===== src/rtl/ex_pkg.sv =====
// Shared definitions for the ID/EX pipeline stage: ALU op codes, the register-zero
// constant and the packed control bundle carried from ID into EX.
package ex_pkg;

  localparam logic [4:0] REG_ZERO = 5'd0;

  typedef enum logic [3:0] {
    ALU_ADD  = 4'd0,
    ALU_SUB  = 4'd1,
    ALU_AND  = 4'd2,
    ALU_OR   = 4'd3,
    ALU_XOR  = 4'd4,
    ALU_NOR  = 4'd5,
    ALU_SLT  = 4'd6,
    ALU_SLTU = 4'd7,
    ALU_SLL  = 4'd8,
    ALU_SRL  = 4'd9,
    ALU_SRA  = 4'd10,
    ALU_LUI  = 4'd11
  } alu_op_e;

  typedef struct packed {
    logic       reg_write;
    logic       mem_read;
    logic       mem_write;
    logic       mem_to_reg;
    logic       alu_src;
    logic [3:0] alu_op;
  } ctrl_t;

  localparam int CTRL_W = $bits(ctrl_t);

  // A bubble carries no side effects: every control bit and the ALU op are zero.
  localparam ctrl_t CTRL_BUBBLE = ctrl_t'({CTRL_W{1'b0}});

endpackage


===== src/rtl/hazard_detect.sv =====
// Load-use hazard detector: flags when the instruction in ID reads the register
// that a load currently in EX has not yet produced.
module hazard_detect
  import ex_pkg::*;
(
  input  logic       ex_valid,
  input  logic       ex_mem_read,
  input  logic [4:0] ex_dest_reg,
  input  logic       id_valid,
  input  logic [4:0] id_rs,
  input  logic [4:0] id_rt,
  input  logic       id_uses_rt,
  output logic       load_use
);

  logic live_load;
  logic rs_hit;
  logic rt_hit;

  // A load into register zero produces nothing a consumer could wait for.
  assign live_load = ex_valid & ex_mem_read & (ex_dest_reg != REG_ZERO);
  assign rs_hit    = (ex_dest_reg == id_rs);
  assign rt_hit    = id_uses_rt & (ex_dest_reg == id_rt);
  assign load_use  = live_load & (rs_hit | rt_hit) & id_valid;

endmodule


===== src/rtl/id_ex_stage.sv =====
// ID/EX pipeline register with load-use bubble insertion, flush squash,
// memory-stall freeze and a saturating counter of load-use bubbles.
module id_ex_stage
  import ex_pkg::*;
#(
  parameter int DATA_W = 32,
  parameter int CNT_W  = 16
) (
  input  logic              clk,
  input  logic              rst_n,
  input  logic              id_valid,
  input  logic [4:0]        id_rs,
  input  logic [4:0]        id_rt,
  input  logic [4:0]        id_rd,
  input  logic              id_uses_rt,
  input  logic [DATA_W-1:0] id_rs_data,
  input  logic [DATA_W-1:0] id_rt_data,
  input  logic [DATA_W-1:0] id_imm,
  input  logic              id_reg_write,
  input  logic              id_mem_read,
  input  logic              id_mem_write,
  input  logic              id_mem_to_reg,
  input  logic              id_alu_src,
  input  logic              id_reg_dst,
  input  logic [3:0]        id_alu_op,
  input  logic              flush,
  input  logic              mem_stall,
  output logic              ex_valid,
  output logic              ex_reg_write,
  output logic              ex_mem_read,
  output logic              ex_mem_write,
  output logic              ex_mem_to_reg,
  output logic              ex_alu_src,
  output logic [3:0]        ex_alu_op,
  output logic [4:0]        ex_rs,
  output logic [4:0]        ex_rt,
  output logic [4:0]        ex_dest_reg,
  output logic [DATA_W-1:0] ex_rs_data,
  output logic [DATA_W-1:0] ex_rt_data,
  output logic [DATA_W-1:0] ex_imm,
  output logic              stall_if_id,
  output logic [CNT_W-1:0]  stall_cnt
);

  ctrl_t id_ctrl;
  ctrl_t ex_ctrl;
  logic  load_use;
  logic  insert_bubble;
  logic  count_bubble;

  assign id_ctrl = '{
    reg_write:  id_reg_write,
    mem_read:   id_mem_read,
    mem_write:  id_mem_write,
    mem_to_reg: id_mem_to_reg,
    alu_src:    id_alu_src,
    alu_op:     id_alu_op
  };

  hazard_detect u_hazard_detect (
    .ex_valid    (ex_valid),
    .ex_mem_read (ex_ctrl.mem_read),
    .ex_dest_reg (ex_dest_reg),
    .id_valid    (id_valid),
    .id_rs       (id_rs),
    .id_rt       (id_rt),
    .id_uses_rt  (id_uses_rt),
    .load_use    (load_use)
  );

  // A flush squashes the dependent instruction anyway, so there is nothing to hold.
  assign stall_if_id   = (load_use & ~flush) | mem_stall;
  assign insert_bubble = flush | load_use | ~id_valid;
  assign count_bubble  = load_use & ~flush & ~mem_stall;

  // NOTE: state registers use non-blocking assignments so every flop samples
  // pre-edge values, independent of the order the blocks are evaluated in.
  always_ff @(posedge clk or negedge rst_n) begin
    if (!rst_n) begin
      ex_valid    <= 1'b0;
      ex_ctrl     <= CTRL_BUBBLE;
      ex_rs       <= REG_ZERO;
      ex_rt       <= REG_ZERO;
      ex_dest_reg <= REG_ZERO;
      ex_rs_data  <= '0;
      ex_rt_data  <= '0;
      ex_imm      <= '0;
    end else if (!mem_stall) begin
      if (insert_bubble) begin
        ex_valid    <= 1'b0;
        ex_ctrl     <= CTRL_BUBBLE;
        ex_rs       <= REG_ZERO;
        ex_rt       <= REG_ZERO;
        ex_dest_reg <= REG_ZERO;
        ex_rs_data  <= '0;
        ex_rt_data  <= '0;
        ex_imm      <= '0;
      end else begin
        ex_valid    <= 1'b1;
        ex_ctrl     <= id_ctrl;
        ex_rs       <= id_rs;
        ex_rt       <= id_rt;
        ex_dest_reg <= id_reg_dst ? id_rd : id_rt;
        ex_rs_data  <= id_rs_data;
        ex_rt_data  <= id_rt_data;
        ex_imm      <= id_imm;
      end
    end
  end

  // Saturating: once all-ones the count sticks rather than wrapping to zero.
  always_ff @(posedge clk or negedge rst_n) begin
    if (!rst_n) begin
      stall_cnt <= '0;
    end else if (count_bubble && !(&stall_cnt)) begin
      stall_cnt <= stall_cnt + 1'b1;
    end
  end

  assign ex_reg_write  = ex_ctrl.reg_write;
  assign ex_mem_read   = ex_ctrl.mem_read;
  assign ex_mem_write  = ex_ctrl.mem_write;
  assign ex_mem_to_reg = ex_ctrl.mem_to_reg;
  assign ex_alu_src    = ex_ctrl.alu_src;
  assign ex_alu_op     = ex_ctrl.alu_op;

endmodule


===== config.mk =====
export PLATFORM = sky130hd
export DESIGN_NAME = id_ex_stage
export DESIGN_NICKNAME = d
export VERILOG_FILES = /design/src/rtl/ex_pkg.sv /design/src/rtl/hazard_detect.sv /design/src/rtl/id_ex_stage.sv
export SDC_FILE = /design/constraint.sdc
export NUM_CORES = 1
export LEC_CHECK = 0
export ABC_AREA = 1
export CAP_MARGIN = 15
export CORE_ASPECT_RATIO = 1.75
export CORE_MARGIN = 2
export CORE_UTILIZATION = 47
export CTS_BUF_LIST = sky130_fd_sc_hd__clkbuf_4
export CTS_CLUSTER_SIZE = 25
export DETAILED_ROUTE_END_ITERATION = 12
export HOLD_SLACK_MARGIN = 0.1
export PLACE_DENSITY_LB_ADDON = 0.2
export SYNTH_ARGS = -nofsm -noshare
export SYNTH_HDL_FRONTEND = slang
export SYNTH_HIERARCHICAL = 1
export SYNTH_SLANG_ARGS = --single-unit

===== constraint.sdc =====
create_clock -name clk -period 3.2 [get_ports clk]
set_input_delay 0.32 -clock clk [delete_from_list [all_inputs] [get_ports clk]]
set_output_delay 0.32 -clock clk [all_outputs]
set_load 0.02 [all_outputs]

==> results of run 1 <==
-- path summary, 6_finish.rpt --
| kind | start | end | slack, ps | cells past startpoint |
|---|---|---|---|---|
| max in group asynchronous | rst_n | ex_rt_data[31] | 1960 | 3 |
| worst min-delay path | mem_stall | ex_dest_reg[2] | 290 | 3 |
| worst min register to register | ex_rs_data[20] | ex_rs_data[20] | 490 | 2 |
| worst max register to register | ex_dest_reg[0] | ex_rs_data[16] | 1120 | 9 |
| worst max-delay path | ex_dest_reg[0] | stall_if_id | 490 | 9 |
| min in group asynchronous | rst_n | stall_cnt[12] | 380 | 2 |
-- metal layers --
metal,GRT usage,wire [um],vias up
li1,-,-,2724
met1,0.287,5880,2480
met2,0.423,8510,213
met3,0.104,1460,35
met4,0.0988,527,0
met5,0,0,-
-- report_power, final --
part	leakage, nW	switching, mW	internal, mW
Clock	0.126	0.683	0.330
Sequential	1.85	0.0510	1.82
Combinational	2.41	0.320	0.336
-- what timing repair did --
item	in CTS	in global routing
hold endpoints to repair	76	0
endpoints found under the setup margin	0	0
buffers inserted	0	0
hold buffers	1	0
-- through the flow --
step,area [sq um],utilization
after global routing,9040,0.727
final,9040,0.727
after detailed placement,8780,0.706
after floorplan,5970,-
after global placement,8780,0.706
after CTS,9040,0.727
-- layout by cell type, fill, tap and decap left out, drive strengths merged, types with 2 or more instances in the layout --
| cell type | instances |
|---|---|
| buf | 7 |
| clkbuf | 18 |
| clkdlybuf4s50 | 262 |
| clkinv | 6 |
| clkinvlp | 4 |
| dfrtp | 137 |
| inv | 153 |
| nand2 | 222 |
| nand3 | 12 |
| nand3b | 2 |
| nand4 | 8 |
| nor2 | 29 |
| o21ai | 132 |
| xnor2 | 4 |
-- worst min-delay path: stages --
cell,delay [ps]
buf_4,280
nand2_1,110
o21ai_1,50
-- cells by family (layout without fill, tap and decap cells) --
group                    Yosys count  in the layout  synth area share
other                              0              1                 0
buffers and inverters            177            451             0.115
XOR/XNOR                           5              5           0.00733
AND/OR/NAND/NOR                  274            274             0.190
flip-flops                       137            137             0.574
adder cells (fa/ha/maj)            1              1           0.00209
AO/OA/AOI/OAI                    133            133             0.111
-- cell type report --
type	instances	area, sq um
fillers	1041	3390
inverters	149	559
repair buffers	270	2730
flip-flops and latches	137	3430
diodes	1	2.50
clock inverters	14	114
clock buffers	18	135
multi-input cells	413	1860
well taps	168	210
==> flow_metrics.env, run 1 <==
export IMPL_status="complete, no violations"
export IMPL_wire_per_inst_um=14.0
export IMPL_fmax_mhz=368
export IMPL_post_drt_via_cell_ratio=4.66
export IMPL_arrival_ps=2390
export IMPL_design_die_area_sq_um=13700
export IMPL_drive_gt1_frac=0.0589
export IMPL_required_ps=2880
export IMPL_clockBufferDepth=2
export IMPL_worstHoldPathType="primary input to flop"
export IMPL_synth_cell_types=24
export IMPL_cts_root_buf="clkbuf_4"
export IMPL_ys_warn_count=6
export IMPL_cp_max_fo=5
export IMPL_ant_nets=0
export IMPL_crit_path_max_incr_delay_ps=590
export IMPL_grt_overflow=0
export IMPL_antenna_found_initial=1
export IMPL_path_cells="inv_1 > nand2_1 > nand2_1 > nor2_1 > nand3_1 > a21oi_1 > nand2_1 > nand2_1 > clkdlybuf4s50_1"
export IMPL_ctsResizeCount=0
export IMPL_dr_pass1_iters=4
export IMPL_cp_top_family="buffers and inverters"
export IMPL_track_usage=0.255
export IMPL_finalCritPeriodShare=0.848
export IMPL_leakagePower_nw=4.38
export IMPL_skew_ps=26.5
export IMPL_cp_end_kind="output port"
export IMPL_period_minus_slack_ps=2710
export IMPL_yosysTopAreaCell="dfrtp_1"
export IMPL_setup_viol=0
export IMPL_die_x_um=89.2
export IMPL_vias=5452
export IMPL_ys_async_sr_fraction=1.00
export IMPL_hpwl_um=12100
export IMPL_syn2layout_area_growth_pct=51.4
export IMPL_synth_seq_cells=137
export IMPL_hold_viol=0
export IMPL_cp_common_cell="nand2_1"
export IMPL_clock_sinks=137
export IMPL_cts_buffers=17
export IMPL_rsz0062_at_grt="false"
export IMPL_drt_iter0_drc=222
export IMPL_synth_edf_count=0
export IMPL_max_vdd_ir_drop_uv=324
export IMPL_start_kind="flop"
export IMPL_cts_max_level=4
export IMPL_layout_setup_ws_ps=486
export IMPL_cts_tree="yes"
export IMPL_synth_top_area_frac=0.574
export IMPL_fp_dieH_um=153
export IMPL_crit_type="flop to output port"
export IMPL_syn_inst=727
export IMPL_nets=1116
export IMPL_io_pins=265
export IMPL_io_buffers=264
export IMPL_layout_top_registers="ex_imm: 32 flops, ex_rs_data: 32 flops, ex_rt_data: 32 flops"
export IMPL_first_global_vias=5492
export IMPL_gp_congestion=0.854
export IMPL_syn_cell_area_sq_um=5970
export IMPL_crit_path_top_delay_cell="clkdlybuf4s50_1"
export IMPL_synth_most_common_cell="nand2_1"
export IMPL_placed_cells=1136
export IMPL_layout_cells_non_filler=1170
export IMPL_preCtsSetupSlack_ps=676
export IMPL_clk_pin_slew_ps=130
export IMPL_path_buf_inv=2
export IMPL_insertion_delay_ps=530
export IMPL_synth_seq_area_share=0.574
export IMPL_slew_headroom=0.519
export IMPL_num_rows=54
export IMPL_syn_num_nets=855
export IMPL_yosys_top_cells_count="nand2_1 (214), inv_1 (143), dfrtp_1 (137), o21ai_0 (120), nor2_1 (23)"
export IMPL_grt_pass1_wl_um=26800
export IMPL_fin_tns_setup_ps=0
export IMPL_power_mw=3.54
export IMPL_drt_total_wl_um=16400
export IMPL_maxSlewViolCount=0
export IMPL_whs_ps=285
export IMPL_initial_utilization=0.480
export IMPL_syn_area_per_cell_sq_um=8.21
export IMPL_yosys_top_cells_area="dfrtp_1 (57%), nand2_1 (13%), o21ai_0 (10%)"
export IMPL_grt_max_degree=79
export IMPL_core_sq_um=12400
export IMPL_drv_cap=0
export IMPL_worst_pin_slew_ps=721
export IMPL_power_density_nw_per_um2=391
export IMPL_yosys_most_used_dff="dfrtp_1"
export IMPL_remaining_drc_errors=0
Power figures use the tool's default switching activity.
==> inputs of run 2 (changes only) <==
CORE_UTILIZATION = 43   (was 47)
clock period = 2.5 ns   (was 3.2 ns; I/O delays follow)
==> run 2 against run 1 <==
Total power rose by 37%. Highest routed layer unchanged. Critical path type unchanged. Flip-flop and latch count did not move. Routed wire length rose by 2.7%. Non-clock buffer count rose by 4. Final cell count rose by 1.0%. Clock-buffer cell count did not move. Critical endpoint unchanged.
==> flow_metrics.env, run 2 (synthesized netlist as in run 1, its figures left out) <==
export IMPL_grt_pass1_wl_um=27000
export IMPL_fp_dieH_um=160
export IMPL_cts_buffers=17
export IMPL_cts_tree="yes"
export IMPL_power_density_nw_per_um2=529
export IMPL_hpwl_um=12300
export IMPL_maxSlewViolCount=0
export IMPL_final_area_sq_um=9160
export IMPL_crit_path_max_incr_delay_ps=450
export IMPL_antenna_found_initial=1
export IMPL_io_pins=265
export IMPL_leakagePower_nw=4.44
export IMPL_clockBufferDepth=2
export IMPL_place_area_sq_um=8830
export IMPL_fmax_mhz=430
export IMPL_hold_viol=0
export IMPL_design_die_area_sq_um=14900
export IMPL_ant_nets=0
export IMPL_cp_max_fo=5
export IMPL_final_cell_mix="clkdlybuf4s50_1 (261), nand2_1 (214), inv_1 (143)"
export IMPL_skew_ps=33.6
export IMPL_core_sq_um=13800
export IMPL_cp_top_family="simple AND/OR/NAND/NOR gates"
export IMPL_fin_tns_setup_ps=0
export IMPL_drt_iter0_drc=245
export IMPL_cp_end_kind="output port"
export IMPL_die_x_um=93.1
export IMPL_dr_pass1_iters=4
export IMPL_num_rows=57
export IMPL_path_cells="inv_1 > nand2_1 > nand2_1 > nor2_1 > nand3_1 > a21oi_2 > nand2_1 > nand2_1 > dlygate4sd2_1"
export IMPL_slew_headroom=0.630
export IMPL_cts_max_level=4
export IMPL_period_minus_slack_ps=2330
export IMPL_crit_type="flop to output port"
export IMPL_post_drt_via_cell_ratio=4.58
export IMPL_cts_setup_buffers=0
export IMPL_status="complete, no violations"
export IMPL_power_mw=4.84
export IMPL_cts_root_buf="clkbuf_4"
export IMPL_drive_gt1_frac=0.0598
export IMPL_insertion_delay_ps=520
export IMPL_grt_overflow=0
export IMPL_clk_pin_slew_ps=140
export IMPL_cp_common_cell="nand2_1"
export IMPL_initial_utilization=0.434
export IMPL_required_ps=2250
export IMPL_remaining_drc_errors=0
export IMPL_max_vdd_ir_drop_uv=442
export IMPL_final_common_cell="clkdlybuf4s50_1"
export IMPL_worstHoldPathType="primary input to flop"
export IMPL_path_buf_inv=2
export IMPL_clock_sinks=137
export IMPL_fill_cells=1173
export IMPL_grt_max_degree=57
export IMPL_multiInputGateArea_sq_um=1870
export IMPL_nets=1120
export IMPL_setup_viol=0
export IMPL_first_global_vias=5354
export IMPL_layout_top_registers="ex_imm: 32 flops, ex_rs_data: 32 flops, ex_rt_data: 32 flops"
export IMPL_finalCritPeriodShare=0.931
export IMPL_gp_congestion=0.818
export IMPL_io_buffers=264
export IMPL_crit_path_top_delay_cell="dfrtp_1"
export IMPL_drv_cap=0
export IMPL_start_kind="flop"
export IMPL_syn2layout_area_growth_pct=53.4
export IMPL_vias=5408
export IMPL_drt_total_wl_um=16800
export IMPL_worst_pin_slew_ps=556
export IMPL_rsz0062_at_grt="false"
export IMPL_track_usage=0.234
export IMPL_register_area_sq_um=3430
export IMPL_wire_per_inst_um=14.2
export IMPL_arrival_ps=2080
-- run 2: cell count changes in the layout (fill, tap and decap cells not counted), sizes merged --
cell / before / now
buf: 7 / 11
bufinv: 0 / 4
clkdlybuf4s50: 262 / 261
clkinvlp: 4 / 2
dlygate4sd2: 0 / 1
inv: 153 / 150
-- run 2: path summary, 6_finish.rpt --
| path | startpoint | endpoint | slack [ps] | cells past startpoint |
|---|---|---|---|---|
| max in group asynchronous | rst_n | ex_alu_op[2] | 1480 | 3 |
| min in group asynchronous | rst_n | stall_cnt[6] | 260 | 2 |
| min reg2reg | ex_alu_src | ex_alu_src | 490 | 2 |
| max reg2reg | ex_dest_reg[0] | stall_cnt[12] | 500 | 12 |
| min | mem_stall | ex_rt[0] | 230 | 3 |
| max | ex_dest_reg[0] | stall_if_id | 170 | 9 |
-- run 2: area by class of cell --
cell class	count	area share
flip-flops and latches	137	0.374
clock buffers	18	0.0148
clock inverters	13	0.0193
multi-input cells	413	0.204
diodes	1	0.000273
inverters	149	0.0611
repair buffers	274	0.302
well taps	177	0.0242
-- run 2: stage by stage --
step	hold WS, ps	util	setup WS, ps	std cells
3_3_place_gp	256	0.642	136	1149
4_1_cts	187	0.665	124	1181
6_report	231	0.665	174	1182
3_5_place_dp	255	0.642	135	1149
5_1_grt	208	0.665	10.6	1182
2_1_floorplan	-45.6	-	719	727
-- run 2: tightest hold or removal path, stage by stage --
cell     delay, ps
buf_4          280
nand2_1        110
o21ai_1         60
-- run 2: per-layer routing --
metal,global-route usage,up-vias,wire [um],part of all wire
met1,0.265,2450,6370,0.38
met3,0.0825,33,1290,0.077
met2,0.396,195,8610,0.51
li1,-,2730,-,-
met5,0,-,0,0
met4,0.0983,0,555,0.033
-- run 2: power by group --
group,internal [mW],switching (mW)
clock network,0.795,0.808
logic,0.434,0.414
registers,2.32,0.0674
total,3.55,1.29
-- run 2: what timing repair did --
action | CTS | global route
hold endpoints to repair | 53 | 0
setup endpoints to repair | 1 | 0
hold buffers | 1 | 0
gates resized for setup | 3 | 0
==> inputs of run 3 (changes only) <==
HOLD_SLACK_MARGIN = 0.08   (was 0.1)
==> results of run 3 <==
The final DEF is identical to that of run 2; final timing and power are the same.
